--- config.mk ---
export PLATFORM = sky130hd
export DESIGN_NAME = prog_loader
export DESIGN_NICKNAME = d
export VERILOG_FILES = /design/src/rtl/loader_pkg.sv /design/src/rtl/word_assembler.sv /design/src/rtl/prog_loader.sv
export SDC_FILE = /design/constraint.sdc
export NUM_CORES = 1
export LEC_CHECK = 0
export ABC_AREA = 1
export ABC_CLOCK_PERIOD_IN_PS = 3700
export BUFFER_PORTS_ARGS = -buffer_cell sky130_fd_sc_hd__buf_4
export CAP_MARGIN = 20
export CORE_UTILIZATION = 55
export DETAILED_ROUTE_END_ITERATION = 10
export GPL_TIMING_DRIVEN = 0
export PLACE_DENSITY = 0.76
export SLEW_MARGIN = 5
export SYNTH_ARGS = -nofsm -noshare
export SYNTH_HDL_FRONTEND = slang
export SYNTH_SLANG_ARGS = --single-unit
--- constraint.sdc ---
create_clock -name clk -period 3.7 [get_ports clk]
set_input_delay 0.74 -clock clk [delete_from_list [all_inputs] [get_ports clk]]
set_output_delay 0.74 -clock clk [all_outputs]
set_load 0.005 [all_outputs]
--- src/rtl/loader_pkg.sv ---
// Shared definitions for the program loader: FSM state encoding, host command bytes
// and the default end-of-program marker.
package loader_pkg;

  typedef enum logic [2:0] {
    StIdle,
    StLdRst,
    StLoad,
    StRunRst,
    StRun,
    StStRst,
    StStep
  } state_e;

  localparam logic [7:0] CMD_LOAD = 8'h4C;
  localparam logic [7:0] CMD_RUN  = 8'h52;
  localparam logic [7:0] CMD_STEP = 8'h53;
  localparam logic [7:0] CMD_EXIT = 8'h45;

  localparam logic [31:0] END_MARKER_DFLT = 32'hFFFF_FFFF;

endpackage

--- src/rtl/word_assembler.sv ---
// Packs an MSB-first byte stream into words; flags the cycle in which the last byte
// of a word arrives and presents the complete word alongside it.
module word_assembler #(
  parameter int unsigned NB_DATA = 32,
  parameter int unsigned NB_BYTE = 8
) (
  input  logic               clk,
  input  logic               i_rst_n,
  input  logic               i_clr,
  input  logic               i_en,
  input  logic               i_byte_valid,
  input  logic [NB_BYTE-1:0] i_byte,
  output logic               o_word_valid,
  output logic [NB_DATA-1:0] o_word
);

  localparam int unsigned NB_PER_WORD = NB_DATA / NB_BYTE;
  localparam int unsigned NB_IDX      = (NB_PER_WORD > 1) ? $clog2(NB_PER_WORD) : 1;
  localparam logic [NB_IDX-1:0] IDX_LAST = NB_IDX'(NB_PER_WORD - 1);

  // Only the leading bytes are stored; the final byte is taken straight from the input.
  logic [NB_DATA-NB_BYTE-1:0] r_shift;
  logic [NB_IDX-1:0]          r_idx;
  logic                       w_take;

  assign w_take = i_en && i_byte_valid;

  always_ff @(posedge clk or negedge i_rst_n) begin
    if (!i_rst_n) begin
      r_shift <= '0;
      r_idx   <= '0;
    end else if (i_clr) begin
      r_shift <= '0;
      r_idx   <= '0;
    end else if (w_take) begin
      r_shift <= {r_shift[NB_DATA-2*NB_BYTE-1:0], i_byte};
      r_idx   <= (r_idx == IDX_LAST) ? '0 : r_idx + NB_IDX'(1);
    end
  end

  assign o_word_valid = w_take && (r_idx == IDX_LAST);
  assign o_word       = {r_shift, i_byte};

endmodule

--- src/rtl/prog_loader.sv ---
// Host front end for the MIPS pipeline: loads IMEM from a UART byte stream, then
// drives pipeline reset and halt for free run (with watchdog) or single-step.
module prog_loader
  import loader_pkg::*;
#(
  parameter int unsigned         NB_DATA    = 32,
  parameter int unsigned         NB_BYTE    = 8,
  parameter int unsigned         IMEM_DEPTH = 64,
  parameter int unsigned         NB_CNT     = 7,
  parameter logic [NB_DATA-1:0]  END_MARKER = END_MARKER_DFLT,
  parameter int unsigned         RST_CYCLES = 2,
  parameter int unsigned         MAX_CYCLES = 1024,
  parameter int unsigned         NB_WDOG    = 11
) (
  input  logic               clk,
  input  logic               i_rst_n,
  input  logic               i_rx_valid,
  input  logic [NB_BYTE-1:0] i_rx_data,
  input  logic               i_pipe_done,
  output logic               o_rst_n_pipe,
  output logic               o_we_IF,
  output logic [NB_DATA-1:0] o_instruction_data,
  output logic               o_halt,
  output logic [NB_CNT-1:0]  o_prog_len,
  output logic               o_busy,
  output logic               o_done,
  output logic               o_error,
  output logic               o_timeout
);

  localparam int unsigned NB_RST = (RST_CYCLES > 1) ? $clog2(RST_CYCLES) : 1;
  localparam logic [NB_RST-1:0]  RST_LAST  = NB_RST'(RST_CYCLES - 1);
  localparam logic [NB_CNT-1:0]  CNT_FULL  = NB_CNT'(IMEM_DEPTH);
  localparam logic [NB_WDOG-1:0] WDOG_LAST = NB_WDOG'(MAX_CYCLES - 1);

  state_e               r_state, w_state_d;
  logic [NB_RST-1:0]    r_rst_cnt, w_rst_cnt_d;
  logic [NB_CNT-1:0]    r_cnt, w_cnt_d;
  logic [NB_WDOG-1:0]   r_wdog, w_wdog_d;
  logic                 r_rst_n_pipe, w_rst_n_pipe_d;
  logic                 r_halt, w_halt_d;
  logic                 r_we, w_we_d;
  logic [NB_DATA-1:0]   r_instr, w_instr_d;
  logic [NB_CNT-1:0]    r_prog_len, w_prog_len_d;
  logic                 r_busy, w_busy_d;
  logic                 r_done, w_done_d;
  logic                 r_error, w_error_d;
  logic                 r_timeout, w_timeout_d;
  logic                 w_step;
  logic                 w_asm_clr;
  logic                 w_asm_en;
  logic                 w_word_valid;
  logic [NB_DATA-1:0]   w_word;

  assign w_asm_clr = (r_state == StLdRst);
  assign w_asm_en  = (r_state == StLoad);

  word_assembler #(
    .NB_DATA (NB_DATA),
    .NB_BYTE (NB_BYTE)
  ) u_word_assembler (
    .clk          (clk),
    .i_rst_n      (i_rst_n),
    .i_clr        (w_asm_clr),
    .i_en         (w_asm_en),
    .i_byte_valid (i_rx_valid),
    .i_byte       (i_rx_data),
    .o_word_valid (w_word_valid),
    .o_word       (w_word)
  );

  always_comb begin
    w_state_d    = r_state;
    w_rst_cnt_d  = r_rst_cnt;
    w_cnt_d      = r_cnt;
    w_wdog_d     = r_wdog;
    w_we_d       = 1'b0;
    w_instr_d    = r_instr;
    w_prog_len_d = r_prog_len;
    w_done_d     = 1'b0;
    w_error_d    = r_error;
    w_timeout_d  = r_timeout;
    w_step       = 1'b0;

    unique case (r_state)
      StIdle: begin
        if (i_rx_valid) begin
          if (i_rx_data == CMD_LOAD) begin
            w_state_d    = StLdRst;
            w_rst_cnt_d  = '0;
            w_cnt_d      = '0;
            w_error_d    = 1'b0;
            w_prog_len_d = '0;
          end else if (i_rx_data == CMD_RUN) begin
            w_state_d   = StRunRst;
            w_rst_cnt_d = '0;
            w_wdog_d    = '0;
            w_timeout_d = 1'b0;
          end else if (i_rx_data == CMD_STEP) begin
            w_state_d   = StStRst;
            w_rst_cnt_d = '0;
            w_wdog_d    = '0;
            w_timeout_d = 1'b0;
          end
        end
      end
      StLdRst, StRunRst, StStRst: begin
        if (r_rst_cnt == RST_LAST) begin
          if (r_state == StLdRst)       w_state_d = StLoad;
          else if (r_state == StRunRst) w_state_d = StRun;
          else                          w_state_d = StStep;
        end else begin
          w_rst_cnt_d = r_rst_cnt + NB_RST'(1);
        end
      end
      StLoad: begin
        if (w_word_valid) begin
          if (w_word == END_MARKER) begin
            w_prog_len_d = r_cnt;
            w_state_d    = StIdle;
          end else if (r_cnt == CNT_FULL) begin
            w_error_d    = 1'b1;
            w_prog_len_d = r_cnt;
            w_state_d    = StIdle;
          end else begin
            w_we_d    = 1'b1;
            w_instr_d = w_word;
            w_cnt_d   = r_cnt + NB_CNT'(1);
          end
        end
      end
      StRun: begin
        // Completion takes priority over a watchdog expiring in the same cycle.
        if (i_pipe_done) begin
          w_done_d  = 1'b1;
          w_state_d = StIdle;
        end else if (r_wdog == WDOG_LAST) begin
          w_timeout_d = 1'b1;
          w_done_d    = 1'b1;
          w_state_d   = StIdle;
        end else begin
          w_wdog_d = r_wdog + NB_WDOG'(1);
        end
      end
      StStep: begin
        // r_halt low marks the single cycle the pipeline is actually advancing.
        if ((!r_halt && i_pipe_done) || (i_rx_valid && i_rx_data == CMD_EXIT)) begin
          w_done_d  = 1'b1;
          w_state_d = StIdle;
        end else if (i_rx_valid && i_rx_data == CMD_STEP) begin
          w_step = 1'b1;
        end
      end
      default: w_state_d = StIdle;
    endcase

    w_rst_n_pipe_d = !((w_state_d == StLdRst) || (w_state_d == StRunRst) ||
                       (w_state_d == StStRst));
    w_halt_d       = !((w_state_d == StRun) || w_step);
    w_busy_d       = (w_state_d != StIdle);
  end

  always_ff @(posedge clk or negedge i_rst_n) begin
    if (!i_rst_n) begin
      r_state      <= StIdle;
      r_rst_cnt    <= '0;
      r_cnt        <= '0;
      r_wdog       <= '0;
      r_rst_n_pipe <= 1'b0;
      r_halt       <= 1'b1;
      r_we         <= 1'b0;
      r_instr      <= '0;
      r_prog_len   <= '0;
      r_busy       <= 1'b0;
      r_done       <= 1'b0;
      r_error      <= 1'b0;
      r_timeout    <= 1'b0;
    end else begin
      r_state      <= w_state_d;
      r_rst_cnt    <= w_rst_cnt_d;
      r_cnt        <= w_cnt_d;
      r_wdog       <= w_wdog_d;
      r_rst_n_pipe <= w_rst_n_pipe_d;
      r_halt       <= w_halt_d;
      r_we         <= w_we_d;
      r_instr      <= w_instr_d;
      r_prog_len   <= w_prog_len_d;
      r_busy       <= w_busy_d;
      r_done       <= w_done_d;
      r_error      <= w_error_d;
      r_timeout    <= w_timeout_d;
    end
  end

  assign o_rst_n_pipe       = r_rst_n_pipe;
  assign o_we_IF            = r_we;
  assign o_instruction_data = r_instr;
  assign o_halt             = r_halt;
  assign o_prog_len         = r_prog_len;
  assign o_busy             = r_busy;
  assign o_done             = r_done;
  assign o_error            = r_error;
  assign o_timeout          = r_timeout;

endmodule

==> flow_metrics.py <==
metrics = {
    "synth": {
        "synth_common_cells": "nand2_1 (140), dfrtp_1 (93), inv_1 (57)",
        "synth_cell_type_count": 37,
        "synth_edf_count": 0,
        "synth_largest_area_cell": "dfrtp_1",
        "async_flop_share": 1.00,
        "synth_warnings": 0,
        "postSynthCellCount": 513,
        "syn-num-nets": 529,
        "yosysTopAreaCellShare": 0.507,
        "ys_seq_area_frac": 0.513,
        "ys.flop_type": "dfrtp_1",
        "synth.avg_cell_area_um2": 8.95,
        "syn_area_um2": 4590,
        "synth_most_common_cell": "nand2_1",
        "synth.area.top_cells": "dfrtp_1 (51%), nand2_1 (11%), o21ai_2 (8.8%)",
        "ys_seq_elements": 94,
    },
    "routing": {
        "firstDrtPassIters": 4,
        "drtAntennaViolNets": 0,
        "drt_iter0_drc": 183,
        "via_per_inst": 5.27,
        "drc": 0,
        "avgRoutedWirePerCell_um": 14.1,
        "wl_um": 9720,
        "vias": 3631,
    },
    "clocking": {
        "clock_path_buffers": 2,
        "post_cts_resized": 0,
        "post_cts_buffers": 0,
        "postCtsHoldBufs": 0,
        "cts-root-buf": "clkbuf_8",
        "cts_tree": "done",
        "insertion_delay_ns": 0.36,
        "cts.sinks": 94,
        "cts_buffers": 9,
        "cts.clk_slew.worst_paths_ns": 0.09,
        "htreeDepth": 3,
    },
    "floorplanning": {
        "die_h_um": 93.4,
        "start_util": 0.582,
        "ios": 58,
        "rows": 32,
        "die_x_um": 93.4,
        "dieArea_um2": 8720,
        "core_um2": 7890,
    },
    "place": {
        "dpl_cell_area_um2": 5170,
        "place_ws_ns": 1.41,
        "port-buffer-count": 57,
        "hpwlAfterDp_um": 7150,
        "globalplace.congestion": 0.879,
        "placed_cells": 673,
    },
    "sta": {
        "period_needed_ns": 1.92,
        "max_slew_margin": 0.578,
        "post-route-period-util": 0.518,
        "setup_ws_ns": 1.78,
        "drv_slew": 0,
        "fin_skew_ns": 0.00832,
        "tns_ns": 0,
        "hold_viol_final": 0,
        "clock.fmax_ghz": 0.521,
        "finalSetupViolations": 0,
        "worst_pin_slew_ns": 0.633,
        "rsz0062_at_grt": "no",
        "hold_ws_ns": 0.389,
    },
    "setup_path": {
        "slowest_delay_ns": 0.35,
        "cp_top_family": "simple AND/OR/NAND/NOR gates",
        "critPathBufInv": 2,
        "crit_type": "input pin to flip-flop",
        "critPathMostFrequentCell": "nand2_1",
        "end_kind": "flip-flop",
        "worstPathRequired_ns": 3.93,
        "path_cells": "buf_4, inv_1, nand2_1, nor2_1, nand2_1, o21ai_1, nand4_1, nand2_1, o21ai_0",
        "start_kind": "input pin",
        "arrival_ns": 2.15,
        "path_max_fanout": 7,
        "cp_slowest_cell": "nand4_1",
    },
    "grt": {
        "grt_pass1_vias": 3578,
        "grt_max_degree": 49,
        "grt_usage": 0.243,
        "grt-ovfl-total": 0,
        "antenna_found_initial": 0,
        "grt_pass1_wl_um": 16600,
    },
    "power": {
        "power.total_mw": 3.30,
        "peakVddDrop_mv": 0.343,
        "power_density_nw_per_um2": 616,
        "p_leak_nw": 2.64,
    },
    "finish": {
        "area_growth_pct": 16.7,
        "fin_util": 0.679,
        "num_antenna_cells": 0,
        "n_fill_cell": 647,
        "nets": 598,
        "design_area_um2": 5360,
        "layout-drive-gt1-share": 0.279,
        "stdcell_count": 689,
    },
    "run_status": {
        "status": "complete, no violations",
    },
    "hold_path": {
        "hp-class": "input pin to async pin",
    },
    "flow_run": {
        "cap_violations": 0,
    },
}
routing by layer:
metal	global-route usage	part of all wire	up-vias
met5	0	0	-
met2	0.407	0.49	68
met3	0.0301	0.042	7
met1	0.331	0.46	1784
met4	0.0744	0.0090	0
li1	-	-	1772
layout by cell type, fill, tap and decap left out, types with 11 or more instances in the layout:
cell	count
buf_4	57
dfrtp_1	93
clkbuf_8	11
nand2_1	140
inv_1	57
nand3_1	25
o21ai_0	17
nor2_1	34
o21ai_2	46
o22ai_1	19
cell type report:
type	count	area (µm²)	share of cell area
inverter	66	251	0.0469
clock inverter	4	30.0	0.00560
timing repair buffer	58	455	0.0850
multi-input combinational	339	1850	0.346
sequential	94	2350	0.439
clock buffer	12	155	0.0290
buffer	14	134	0.0250
tap	102	128	0.0238
report_power, final:
part           leakage (nW)  total, mW  switching, mW  internal (mW)
sequential             1.20       1.51          0.180           1.33
combinational          1.35       1.15          0.598          0.550
clock                0.0930      0.644          0.360          0.284
total                  2.64       3.30           1.14           2.16
state kept, by name, summed over array words and instances (netlist names):
register	flops
o_busy	1
r_cnt	7
o_we_IF	1
u_word_assembler.r_idx	2
o_done	1
r_state	3
r_wdog	11
o_halt	1
u_word_assembler.r_shift	24
r_rst_cnt	1
o_error	1
o_timeout	1
o_prog_len	7
o_rst_n_pipe	1
o_instruction_data	32
cells by family (layout without fill, tap and decap cells):
family          count (synthesis)  count (layout)  synth area share
compound gates                 90              90             0.144
fa+ha+maj                       4               4            0.0109
flops                          94              94             0.513
buf+inv                        80             154            0.0839
xor+xnor                        9               9            0.0172
simple gates                  236             236             0.231
final timing paths:
check / start / slack [ns] / to / cells after the start
max reg2reg: r_wdog[0] / 1.82 / r_wdog[3] / 11
max in group asynchronous: i_rst_n / 2.65 / r_cnt[3] / 2
min in group clk: o_instruction_data[6] / 0.48 / o_instruction_data[6] / 2
min: i_rst_n / 0.39 / o_instruction_data[19] / 1
min reg2reg: o_instruction_data[6] / 0.48 / o_instruction_data[6] / 2
max: i_rx_data[1] / 1.78 / o_prog_len[1] / 9
No activity file was read; power rests on OpenSTA's default activity.
